$ cat config.mk
export PLATFORM = sky130hd
export DESIGN_NAME = seg_scan_decoder
export DESIGN_NICKNAME = d
export VERILOG_FILES = /design/src/rtl/seg_scan_decoder.sv
export SDC_FILE = /design/constraint.sdc
export NUM_CORES = 1
export LEC_CHECK = 0
export BUFFER_PORTS_ARGS = -buffer_cell sky130_fd_sc_hd__buf_2
export CELL_PAD_IN_SITES_DETAIL_PLACEMENT = 1
export CELL_PAD_IN_SITES_GLOBAL_PLACEMENT = 1
export CORE_ASPECT_RATIO = 2
export CORE_MARGIN = 2
export CORE_UTILIZATION = 46
export CTS_BUF_LIST = sky130_fd_sc_hd__clkbuf_16
export DETAILED_ROUTE_END_ITERATION = 8
export PLACE_DENSITY_LB_ADDON = 0.1
export SLEW_MARGIN = 20
export SYNTH_ARGS = -nofsm -noshare
export SYNTH_HDL_FRONTEND = slang
export SYNTH_SLANG_ARGS = --single-unit
$ cat constraint.sdc
create_clock -name clk -period 2.6 [get_ports clk]
set_clock_uncertainty 0.05 [all_clocks]
set_input_delay 0.39 -clock clk [delete_from_list [all_inputs] [get_ports clk]]
set_output_delay 0.39 -clock clk [all_outputs]
set_load 0.02 [all_outputs]
$ cat src/rtl/seg_scan_decoder.sv
// Receive-side monitor for a multiplexed 8-digit active-low seven-segment display:
// debounces the scan pins, decodes each digit and emits whole frames with valid/error strobes.
module seg_scan_decoder #(
   parameter int NUM_DIGITS    = 8,
   parameter int STABLE_CYCLES = 4
) (
   input  logic                    clk,
   input  logic                    rst,
   input  logic [NUM_DIGITS-1:0]   an,
   input  logic [6:0]              seg,
   input  logic                    dp,
   output logic [4*NUM_DIGITS-1:0] digits,
   output logic [NUM_DIGITS-1:0]   dps,
   output logic                    frame_valid,
   output logic                    frame_err,
   output logic                    busy
);

   localparam int WW = NUM_DIGITS + 8;
   localparam int CW = $clog2(STABLE_CYCLES + 1);
   localparam int IW = (NUM_DIGITS > 1) ? $clog2(NUM_DIGITS) : 1;
   localparam logic [CW-1:0] CNT_MAX = CW'(STABLE_CYCLES);
   localparam logic [CW-1:0] CNT_CAP = CW'(STABLE_CYCLES - 1);

   typedef enum logic [1:0] {WAIT_START, COLLECT, DONE} state_t;

   logic [WW-1:0]           syncA_q, syncB_q, prevWord_q;
   logic [CW-1:0]           stableCnt_q;
   state_t                  state_q;
   logic [3:0]              nibBuf_q [NUM_DIGITS];
   logic [NUM_DIGITS-1:0]   dpBuf_q, seen_q, dps_q;
   logic [4*NUM_DIGITS-1:0] digits_q;
   logic                    frameValid_q, frameErr_q, busy_q;

   logic                  captureEv, anyLow, oneHot, segOk, isGood, isAbort;
   logic [NUM_DIGITS-1:0] lowMask, seenNext;
   logic [6:0]            lit;
   logic [3:0]            nibble;
   logic [IW-1:0]         digitIdx;

   // prevWord_q is the synchronized word one cycle older; the counter only grows while they agree
   always_ff @(posedge clk) begin
      if (rst) begin
         syncA_q     <= '1;
         syncB_q     <= '1;
         prevWord_q  <= '1;
         stableCnt_q <= '0;
      end else begin
         syncA_q    <= {an, seg, dp};
         syncB_q    <= syncA_q;
         prevWord_q <= syncB_q;
         if (syncB_q != prevWord_q)
            stableCnt_q <= '0;
         else if (stableCnt_q != CNT_MAX)
            stableCnt_q <= stableCnt_q + CW'(1);
      end
   end

   always_comb begin
      captureEv = (syncB_q == prevWord_q) && (stableCnt_q == CNT_CAP);
      lowMask   = ~prevWord_q[WW-1:8];
      lit       = ~prevWord_q[7:1];
      anyLow    = |lowMask;
      oneHot    = anyLow && ((lowMask & (lowMask - NUM_DIGITS'(1))) == '0);
      digitIdx  = '0;
      for (int i = 0; i < NUM_DIGITS; i++)
         if (lowMask[i]) digitIdx = IW'(i);
      segOk  = 1'b1;
      nibble = 4'h0;
      case (lit)
         7'h7E: nibble = 4'h0;
         7'h30: nibble = 4'h1;
         7'h6D: nibble = 4'h2;
         7'h79: nibble = 4'h3;
         7'h33: nibble = 4'h4;
         7'h5B: nibble = 4'h5;
         7'h5F: nibble = 4'h6;
         7'h70: nibble = 4'h7;
         7'h7F: nibble = 4'h8;
         7'h7B: nibble = 4'h9;
         7'h77: nibble = 4'hA;
         7'h1F: nibble = 4'hB;
         7'h4E: nibble = 4'hC;
         7'h3D: nibble = 4'hD;
         7'h4F: nibble = 4'hE;
         7'h47: nibble = 4'hF;
         default: segOk = 1'b0;
      endcase
      isGood   = oneHot && segOk;
      isAbort  = anyLow && !isGood;
      seenNext = seen_q | (NUM_DIGITS'(1) << digitIdx);
   end

   // Frame FSM; a digit-0 capture always (re)starts a frame, blanking never disturbs it
   always_ff @(posedge clk) begin
      if (rst) begin
         state_q      <= WAIT_START;
         seen_q       <= '0;
         dpBuf_q      <= '0;
         digits_q     <= '0;
         dps_q        <= '0;
         frameValid_q <= 1'b0;
         frameErr_q   <= 1'b0;
         busy_q       <= 1'b0;
         for (int i = 0; i < NUM_DIGITS; i++) nibBuf_q[i] <= 4'h0;
      end else begin
         frameValid_q <= 1'b0;
         frameErr_q   <= 1'b0;
         case (state_q)
            WAIT_START: begin
               if (captureEv && isGood && digitIdx == '0) begin
                  nibBuf_q[0] <= nibble;
                  dpBuf_q[0]  <= ~prevWord_q[0];
                  seen_q      <= NUM_DIGITS'(1);
                  if (NUM_DIGITS == 1) begin
                     state_q <= DONE;
                     busy_q  <= 1'b0;
                  end else begin
                     state_q <= COLLECT;
                     busy_q  <= 1'b1;
                  end
               end
            end
            COLLECT: begin
               if (captureEv && isAbort) begin
                  frameErr_q <= 1'b1;
                  seen_q     <= '0;
                  state_q    <= WAIT_START;
                  busy_q     <= 1'b0;
               end else if (captureEv && isGood) begin
                  nibBuf_q[digitIdx] <= nibble;
                  dpBuf_q[digitIdx]  <= ~prevWord_q[0];
                  if (digitIdx == '0) begin
                     frameErr_q <= 1'b1;
                     seen_q     <= NUM_DIGITS'(1);
                  end else begin
                     seen_q <= seenNext;
                     if (seenNext == '1) begin
                        state_q <= DONE;
                        busy_q  <= 1'b0;
                     end
                  end
               end
            end
            DONE: begin
               for (int i = 0; i < NUM_DIGITS; i++) digits_q[4*i +: 4] <= nibBuf_q[i];
               dps_q        <= dpBuf_q;
               frameValid_q <= 1'b1;
               seen_q       <= '0;
               state_q      <= WAIT_START;
            end
            default: state_q <= WAIT_START;
         endcase
      end
   end

   assign digits      = digits_q;
   assign dps         = dps_q;
   assign frame_valid = frameValid_q;
   assign frame_err   = frameErr_q;
   assign busy        = busy_q;

endmodule
### Word-level counts from Yosys, hierarchy flattened

Memory sizes are Yosys's and may differ from the RTL's. A register that Yosys moved wholly into a read port is not among the register bits.
Index checks and enable logic that the tools add are counted.

* add/sub/neg operators: 2
* multipliers: 0
* div/mod/pow operators: 0
* magnitude comparators: 2
* equality and inequality tests: 29
* shift-type cells: 1
* muxes and demuxes: 52
* bitwise operators: 8
* reduce and logical (&&, ||, !) cells: 24

Operator list (number)
* == test 7 bit (second input constant): 12
* case mux 4 bit (15 select lines): 1
* 2-to-1 mux 8 bit: 4
* 2-to-1 mux 1 bit: 27
* case mux 8 bit (3 select lines): 1
* == test 7 x 6 -> 1 bit (second input constant): 3
* 2-to-1 mux 3 bit: 7
* == test 16 bit: 1
* inequality test 16 bit: 1
* OR reduction 16 bit: 1
* inequality test 3 bit (second input constant): 4
* 2-to-1 mux 2 bit: 5
* bitwise AND 8 bit: 1
* bitwise mux 8 bit: 1
* == test 8 bit (second input constant): 1
* logical AND 1 bit: 8
* logical NOT 8 bit: 1
* 2-to-1 mux 4 bit: 2
* inverter 8 bit: 1
* bitwise OR 8 bit: 1
* AND reduction 4 bit: 2
* OR reduction 8 bit: 1
* << shifter 1 x 3 -> 8 bit (first input constant): 1
* subtractor 8 x 1 -> 8 bit (second input constant): 1
* 23 further kinds: 30

* bits in registers: 80
* bits in latches: 0
* RAM bits: 32
* bits in read-only memories: 0
* input bits: 18
* output and inout bits: 43
* word-level logic and storage cells: 131
* memories: 1

Memories
* nibBuf_q: depth 8, bits a word 4, rd ports 8, clocked after memory_dff 8, write ports 8, line 30 `logic [3:0] nibBuf_q [NUM_DIGITS];`

### Logic depth before layout (Yosys ltp)

Gate-level depths: netlist (run 1).

* word-level depth: 16
* depth in mapped cells: 10
* gate-level depth less buffers: 7

### Worst setup path after synthesis (run 1)

Ideal clock, no wire load.

* kind: flip-flop to flip-flop
* from: register prevWord_q[6]
* to: memory nibBuf_q[7][0] (enable)
* setup time: 305 ps
* data arrival time: 2023 ps
* required time: 2245 ps
* slack: 222 ps
* stages on the path, launching flop included: 8
* buffers on the path: 2
* clock period less this slack: 2378 ps
* path through: dfxtp_1 buf_2 or2_1 o311ai_2 nor3_4 nor4b_4 buf_2 a21o_1

RTL lines
* start: declaration: line 27 `logic [WW-1:0] syncA_q, syncB_q, prevWord_q;`
* start signal: assignment: line 51 `prevWord_q <= syncB_q;`
* end: declaration: line 30

==> metrics.cfg, run 1 <==
[outcome]
status=complete, no violations

[critical_path]
crit_path_frequent_cell=nand4_1
cp_slowest_cell=dfxtp_1
critical-path-max-stage-delay_ns=0.53
cp_num_buf_inv=0
crit_type=register to register
path_depth=7
critPathRequiredTime_ns=2.66
cp_top_family=simple AND/OR/NAND/NOR gates
r2r_cells=7
path_cells=xnor2_1 -> nand4_1 -> nor2_1 -> nand4_1 -> nor3_2 -> nand2_1 -> nand2b_1
start_kind=register
worstPathMaxFanout=7
worstSetupEndpointType=register
cp.arrival_ns=2.52

[yosys]
yosysSeqAreaShare_pct=53.8
synth_area_leaders=dfxtp_1 (38%), edfxtp_1 (16%), mux2i_1 (7.1%), or2_2 (5.4%), nor2_1 (5.0%)
ys_ff_latch=144
synth_edf_count=32
ys_warn_count=0
syn-instance-count=561
ys_top_cells_by_count=dfxtp_1 (112), nor2_1 (79), or2_2 (51)
synth_flop_cell=dfxtp_1
postSynthAreaPerCell_um2=10.6
syn_nets=585
yosys.area.top_type=dfxtp_1
synth_cell_type_count=71
syn_area_um2=5950
async_flop_share_pct=0
yosys.area.top_type_share_pct=37.7
post-synth-top-count-cell=dfxtp_1

[place]
placed_cells=765
placed_area_um2=6500
hpwlAfterDp_um=10500
portBuffers=60
gp_congestion=0.931
post-place-ws_ns=-0.0466

[timing]
setup_viol=0
hold-worst-slack_ns=0.0938
worst_pin_slew_ns=0.685
post-route-period-util_pct=94.3
fin_crit_ns=2.45
tns_ns=0
timing.final.ws_setup_ns=0.148
maxSlewHeadroom_pct=54.4
finalHoldViolCount=0
drv_slew=0
max_freq_mhz=408

[power_and_ir_drop]
leakagePower_nw=2.80
total_power_mw=4.94
peakVddDrop_mv=0.563
pwr_density_cell_nw_per_um2=694

[global_route]
grt_first_pass_wirelength_um=23600
grt_pass1_vias=4691
track_usage_pct=22.0
antenna_found_initial=0
gr-total-overflow=0
grt_max_degree=43

[routing]
wl_per_cell_um=18.0
vias=4332
route.detailed.drc=0
firstDrtPassIters=4
postRouteAntennaNets=0
viasPerCell=5.44
drt_iter0_drc=157
wl_um=14300

[die]
coreArea_um2=12600
die_w_um=84.4
die_h_um=165
num_io_pins=61
start_util_pct=47.1
num_rows=58
dieArea_um2=13900

[clock_network]
path_clk_slew_ns=0.07
cts_root_buf=clkbuf_16
insertion_delay_ns=0.42
cts_buffer_depth=2
cts_inserted_buffers=17
cts_sinks=144
cts_tree=yes
cts_max_level=4

[finish]
final_util_pct=56.3
stdcell_area_um2=7110
finalNetCount=658
final_cells=797
diodes=0
drive_gt1_share_pct=31.8
syn_to_final_growth_pct=19.6

[worst_hold_path]
hp-class=primary input to register
min_path_cells=2

[flow_run]
cap_viol_max_count=0

[metal layers]
metal	share of wire, %	track usage, %
met1	34	20.5
met4	5.1	14.3
met5	0	0
met2	58	43.0
met3	2.8	3.60
[final timing paths]
| kind | start | to | slack, ns |
|---|---|---|---|
| setup / recovery | prevWord_q[10]$_SDFF_PP1_ | nibBuf_q[0][0]$_DFFE_PP_ | 0.15 |
| hold / removal | seg[2] | syncA_q[3]$_SDFF_PP1_ | 0.09 |
| setup reg to reg | prevWord_q[10]$_SDFF_PP1_ | nibBuf_q[0][0]$_DFFE_PP_ | 0.15 |
| hold reg to reg | syncA_q[4]$_SDFF_PP1_ | syncB_q[4]$_SDFF_PP1_ | 0.36 |
[sequential cells by signal, summed over array words and instances, names as in the netlist]
name	count
stableCnt_q	3
frame_err	1
frame_valid	1
nibBuf_q	32
dpBuf_q	8
state_q	2
dps	8
syncA_q	16
prevWord_q	16
digits	32
syncB_q	16
seen_q	8
busy	1
[placed cells by master (no fill, tap or decap), types with 11 or more instances in the layout]
master       n
inv_1       18
nand2_1     12
dfxtp_1    105
buf_4       30
nor2_1      79
mux2i_1     42
clkbuf_16   17
a21oi_1     17
or2_2       51
xnor2_1     17
buf_2       59
edfxtp_1    32
nor3_1      11
[kinds of logic after synthesis]
logic type,synth area share [%]
flip-flops,53.8
AND/OR/NAND/NOR,20.7
adder cells (fa/ha/maj),1.43
XOR/XNOR,2.80
multiplexers,7.45
buffers and inverters,4.14
AO/OA/AOI/OAI,9.63
[worst register-to-register path: cells and delay by family, from the launching register on]
kind | cells | cell delay (ns)
flip-flops | 1 | 0.53
XOR/XNOR | 1 | 0.21
AND/OR/NAND/NOR | 6 | 1.36
[what timing repair did]
item	4_1_cts	5_1_grt
resized for setup	1	11
endpoints found under the hold margin	0	0
setup endpoints to repair	3	79
buffers inserted	0	0
hold buffers	0	0
[cell type report]
class / instances / area, µm²
flip-flops and latches: 144 / 3210
well taps: 150 / 188
multi-input cells: 362 / 2530
inverters: 19 / 71.3
fillers: 1422 / 5510
repair buffers: 90 / 541
clock inverters: 15 / 146
clock buffers: 17 / 425
[where the power goes]
part / internal (mW) / switching (mW) / total, mW
logic: 0.0854 / 0.112 / 0.197
registers: 2.33 / 0.0346 / 2.36
clock network: 1.35 / 1.03 / 2.38
total: 3.76 / 1.18 / 4.94
Power figures use the tool's default switching activity.
==> run 2, diff against run 1 <==
Settings changed: PLACE_DENSITY set to 0.87, PLACE_DENSITY_LB_ADDON 0.1 to unset.
==> run 2 against run 1 <==
Against the previous run:
- non-clock buffer count fell by 6
- critical path depth rose by 3
- sequential cell count did not move
- wire length rose by 9.7%
- via count rose by 1.9%
- utilization did not move
- clock power rose by 2%
- worst setup slack got worse by 0.061 ns
- highest routed layer unchanged
==> metrics.cfg, run 2 (synthesized netlist as in run 1, its figures left out) <==
[power_and_ir_drop]
peakVddDrop_mv=0.628
leakagePower_nw=2.77
pwr_density_cell_nw_per_um2=700

[die]
dieArea_um2=13900
die_w_um=84.4
start_util_pct=47.1
num_io_pins=61
die_h_um=165
num_rows=58
coreArea_um2=12600

[timing]
worst_pin_slew_ns=0.667
max_freq_mhz=398
rsz0062_at_grt=true
drv_slew=0
finalHoldViolCount=0
maxSlewHeadroom_pct=55.5
timing.final.ws_setup_ns=0.0869
hold-worst-slack_ns=0.0952
post-route-period-util_pct=96.7
fin_crit_ns=2.51
setup_viol=0

[clock_network]
cts_tree=yes
postCtsSetupRepairBufs=0
cts_inserted_buffers=17
cts_sinks=144
cts_max_level=4
cts_buffer_depth=2
cts_root_buf=clkbuf_16
path_clk_slew_ns=0.06
insertion_delay_ns=0.42

[routing]
viasPerCell=5.58
drt_iter0_drc=174
wl_per_cell_um=19.9
postRouteAntennaNets=0
route.detailed.drc=0
firstDrtPassIters=4
wl_um=15700
vias=4413

[finish]
diodes=0
layout_commonest_cell=dfxtp_1
final_util_pct=56.3
syn_to_final_growth_pct=19.6
finalNetCount=652
fillers=1392
drive_gt1_share_pct=32.9
final_cell_mix=dfxtp_1 (100), nor2_1 (77), buf_2 (60), or2_2 (51), mux2i_1 (42)

[place]
hpwlAfterDp_um=10600
gp_congestion=0.820
portBuffers=60
post-place-ws_ns=-0.116

[global_route]
gr-total-overflow=0
grt_first_pass_wirelength_um=24900
antenna_found_initial=0
grt_max_degree=84
track_usage_pct=23.5
grt_pass1_vias=4799

[critical_path]
cp_top_family=compound AO/OA/AOI/OAI gates
start_kind=register
critPathRequiredTime_ns=2.87
worstSetupEndpointType=register
path_cells=buf_4 -> inv_1 -> a31oi_1 -> o311ai_2 -> nor3_4 -> buf_4 -> nor3_2 -> buf_4 -> a21o_1 -> a211oi_1
worstPathMaxFanout=8
cp_slowest_cell=dfxtp_1
crit_path_frequent_cell=buf_4
cp.arrival_ns=2.78
cp_num_buf_inv=4
critical-path-max-stage-delay_ns=0.41
crit_type=register to register

[flow_run]
cap_viol_max_count=0

[outcome]
status=complete, no violations

[worst_hold_path]
hp-class=primary input to register

==> run 2: routing by layer <==
layer  track usage, %  up-vias  part of all wire [%]
li1                 -     2071                     -
met3             5.15       66                   3.3
met1             20.9     2149                    33
met4             13.6        0                   5.2
met5                0        -                     0
met2             46.8      127                    59
==> run 2: worst reg2reg max path, cell delays in order, from the launching register on <==
cell      delay, ns
dfxtp_1        0.41
buf_4          0.20
inv_1          0.07
a31oi_1        0.30
o311ai_2       0.15
nor3_4         0.25
buf_4          0.21
nor3_2         0.07
buf_4          0.17
a21o_1         0.24
a211oi_1       0.28
==> run 2: final timing paths <==
path	from	endpoint	slack (ns)	depth (start not counted)
max reg2reg	prevWord_q[1]$_SDFF_PP1_	seen_q[4]$_SDFFE_PP0P_	0.09	10
min reg2reg	syncA_q[10]$_SDFF_PP1_	syncB_q[10]$_SDFF_PP1_	0.36	1
max	prevWord_q[1]$_SDFF_PP1_	seen_q[4]$_SDFFE_PP0P_	0.09	10
min	dp	syncA_q[0]$_SDFF_PP1_	0.1	2
==> run 2: cell type report <==
class	count	area, µm²	share of cell area (%)
tap	150	188	2.64
inverter	19	71.3	1.00
multi-input combinational	362	2540	35.7
clock buffer	17	425	5.98
sequential	144	3220	45.3
clock inverter	15	158	2.22
timing repair buffer	84	505	7.11
==> run 2: what timing repair did <==
| item | CTS | global route |
|---|---|---|
| resized for setup | 10 | 14 |
| endpoints found under the setup margin | 54 | 73 |
| hold buffers | 0 | 0 |
| pin swaps | 0 | 1 |
==> run 2: through the flow <==
step | total power [mW] | cell area (µm²) | setup TNS, ns | cells
2_1_floorplan | 2.53 | 5950 | 0 | 561
4_1_cts | 5.02 | 7070 | 0 | 791
3_5_place_dp | 2.59 | 6470 | -0.131 | 759
3_3_place_gp | 2.58 | 6470 | 0 | 759
5_1_grt | 5.14 | 7110 | -0.0195 | 791
6_report | 4.98 | 7110 | 0 | 791
==> run 2: power breakdown <==
group / internal, mW / switching [mW] / total [mW]
clock: 1.43 / 0.998 / 2.42
sequential: 2.33 / 0.0363 / 2.37
combinational: 0.0776 / 0.115 / 0.192
total: 3.83 / 1.15 / 4.98
==> run 3, diff against run 2 <==
==> constraint.sdc (replaced) <==
create_clock -name clk -period 2.6 [get_ports clk]
set_clock_uncertainty 0.05 [all_clocks]
set_input_delay 0.26 -clock clk [delete_from_list [all_inputs] [get_ports clk]]
set_output_delay 0.26 -clock clk [all_outputs]
set_load 0.02 [all_outputs]
==> run 3 against run 2 <==
Against the previous run:
- sequential cell count did not move
- clock power rose by 5%
- combinational power rose by 11%
- wire length rose by 4.2%
- largest power group unchanged
==> metrics.cfg, run 3 (synthesized netlist as in run 1, its figures left out) <==
[routing]
wl_per_cell_um=20.2
firstDrtPassIters=4
wl_um=16400
highest_layer=met4
vias=4532
postRouteAntennaNets=0
drt_iter0_drc=306
wl_met3_um=512
route.detailed.drc=0
met1Wirelength_um=5350
met2_length_um=9710
viasPerCell=5.60

[timing]
fin_crit_ns=2.57
timing.final.ws_setup_ns=0.0348
post-route-period-util_pct=98.7
maxSlewHeadroom_pct=55.2
finalHoldViolCount=0
max_freq_mhz=390
setup_viol=0
worst_pin_slew_ns=0.672
hold-worst-slack_ns=0.163
drv_slew=0
tns_ns=0

[place]
placed_cells=762
hpwlAfterDp_um=10600
placed_area_um2=6480
portBuffers=60
post-place-ws_ns=-0.0910
gp_congestion=0.855

[power_and_ir_drop]
seq_power_share_pct=46.2
p_comb_share_pct=4.2
total_power_mw=5.12
leakagePower_nw=2.86
switching_share_pct=22.9
peakVddDrop_mv=0.834
internal_power_mw=3.95
clock_power_share_pct=49.7
p_sw_mw=1.17
pwr_density_cell_nw_per_um2=701

[clock_network]
cts_sinks=144
path_clk_slew_ns=0.06
cts_inserted_buffers=17
cts_tree=yes
insertion_delay_ns=0.42
cts_buffer_depth=2
cts_root_buf=clkbuf_16
cts_max_level=4

[finish]
finalNetCount=671
fillers=1356
final_util_pct=57.9
stdcell_area_um2=7310
diodes=0
layout_commonest_cell=dfxtp_1
drive_gt1_share_pct=32.3
final_cell_mix=dfxtp_1 (100), nor2_1 (78), buf_2 (60), or2_2 (51), mux2i_1 (42)
final_cells=810
syn_to_final_growth_pct=22.9

[critical_path]
start_kind=register
path_cells=buf_4 -> o21a_1 -> o21ai_1 -> o2111ai_1 -> nand3_2 -> nor4b_4 -> buf_12 -> a21oi_1 -> a311oi_1
crit_type=register to register
r2r_cells=9
r2r-start=prevWord_q[12]$_SDFF_PP1_
r2r_end=dpBuf_q[7]$_SDFFE_PP0P_
cp.arrival_ns=2.80
startpoint=prevWord_q[12]$_SDFF_PP1_
worstSetupEndpointType=register
crit_end=dpBuf_q[7]$_SDFFE_PP0P_
r2r_slack_ns=0.03
cp_num_buf_inv=2
cp_slowest_cell=dfxtp_1
path_depth=9
cp_top_family=compound AO/OA/AOI/OAI gates
critical-path-max-stage-delay_ns=0.43
worstPathMaxFanout=25
critPathRequiredTime_ns=2.84

[die]
num_io_pins=61
num_rows=58
dieArea_um2=13900
start_util_pct=47.1
die_w_um=84.4
die_h_um=165
coreArea_um2=12600

[worst_hold_path]
hp-class=primary input to register

[global_route]
antenna_found_initial=0
grt_first_pass_wirelength_um=25800
gr-total-overflow=0
grt_pass1_vias=4989
grt_max_degree=55
track_usage_pct=24.2

[outcome]
status=complete, no violations

[flow_run]
cap_viol_max_count=0

-- run 3: cell count changes in the layout (fill, tap and decap cells not counted), moves of 2 or more --
cell           previous run  this run
clkinv_2                  3         1
inv_6                     6         4
buf_4                    22        26
clkinv_4                  0         2
dlygate4sd3_1             0        16
-- run 3: worst min-delay path by stage --
stage	slack, ns	to	cells past startpoint	from
after floorplan	0.31	syncA_q[0]$_SDFF_PP1_	1	dp
after global placement	0.34	syncB_q[5]$_SDFF_PP1_	1	syncA_q[5]$_SDFF_PP1_
after detailed placement	0.35	syncB_q[6]$_SDFF_PP1_	1	syncA_q[6]$_SDFF_PP1_
after CTS	0.15	digits[0]$_SDFFE_PP0P_	2	rst
after global routing	0.20	digits[5]$_SDFFE_PP0P_	2	rst
final	0.16	digits[0]$_SDFFE_PP0P_	2	rst
-- run 3: layer usage --
| metal | up-vias | track usage, % |
|---|---|---|
| li1 | 2118 | - |
| met1 | 2212 | 21.5 |
| met2 | 142 | 48.4 |
| met3 | 60 | 4.70 |
| met4 | 0 | 14.9 |
| met5 | - | 0 |
-- run 3: worst reg2reg max path, stage by stage, from the launching register on --
cell	delay, ns
dfxtp_1	0.43
buf_4	0.21
o21a_1	0.12
o21ai_1	0.08
o2111ai_1	0.16
nand3_2	0.25
nor4b_4	0.38
buf_12	0.22
a21oi_1	0.12
a311oi_1	0.42
-- run 3: what timing repair did --
item | 4_1_cts | 5_1_grt
resized for setup | 5 | 17
cloned | 0 | 0
hold buffers | 16 | 0
buffers inserted | 0 | 0
endpoints found under the hold margin | 16 | 0
pin swaps | 0 | 1
endpoints found under the setup margin | 9 | 46
-- run 3: cell type report --
cell class                 instances  area [µm²]  area share [%]
inverter                          19        71.3           0.976
clock buffer                      17         425            5.82
tap                              150         188            2.57
multi-input combinational        362        2540            34.8
timing repair buffer             103         676            9.24
clock inverter                    15         185            2.53
sequential                       144        3220            44.1
-- run 3: power groups by stage --
stage / clock, mW / sequential, mW / combinational, mW
floorplan: 0 / 2.39 / 0.143
global placement: 0 / 2.41 / 0.174
detailed placement: 0 / 2.41 / 0.184
CTS: 2.57 / 2.37 / 0.208
global route: 2.65 / 2.37 / 0.231
finish: 2.54 / 2.37 / 0.213
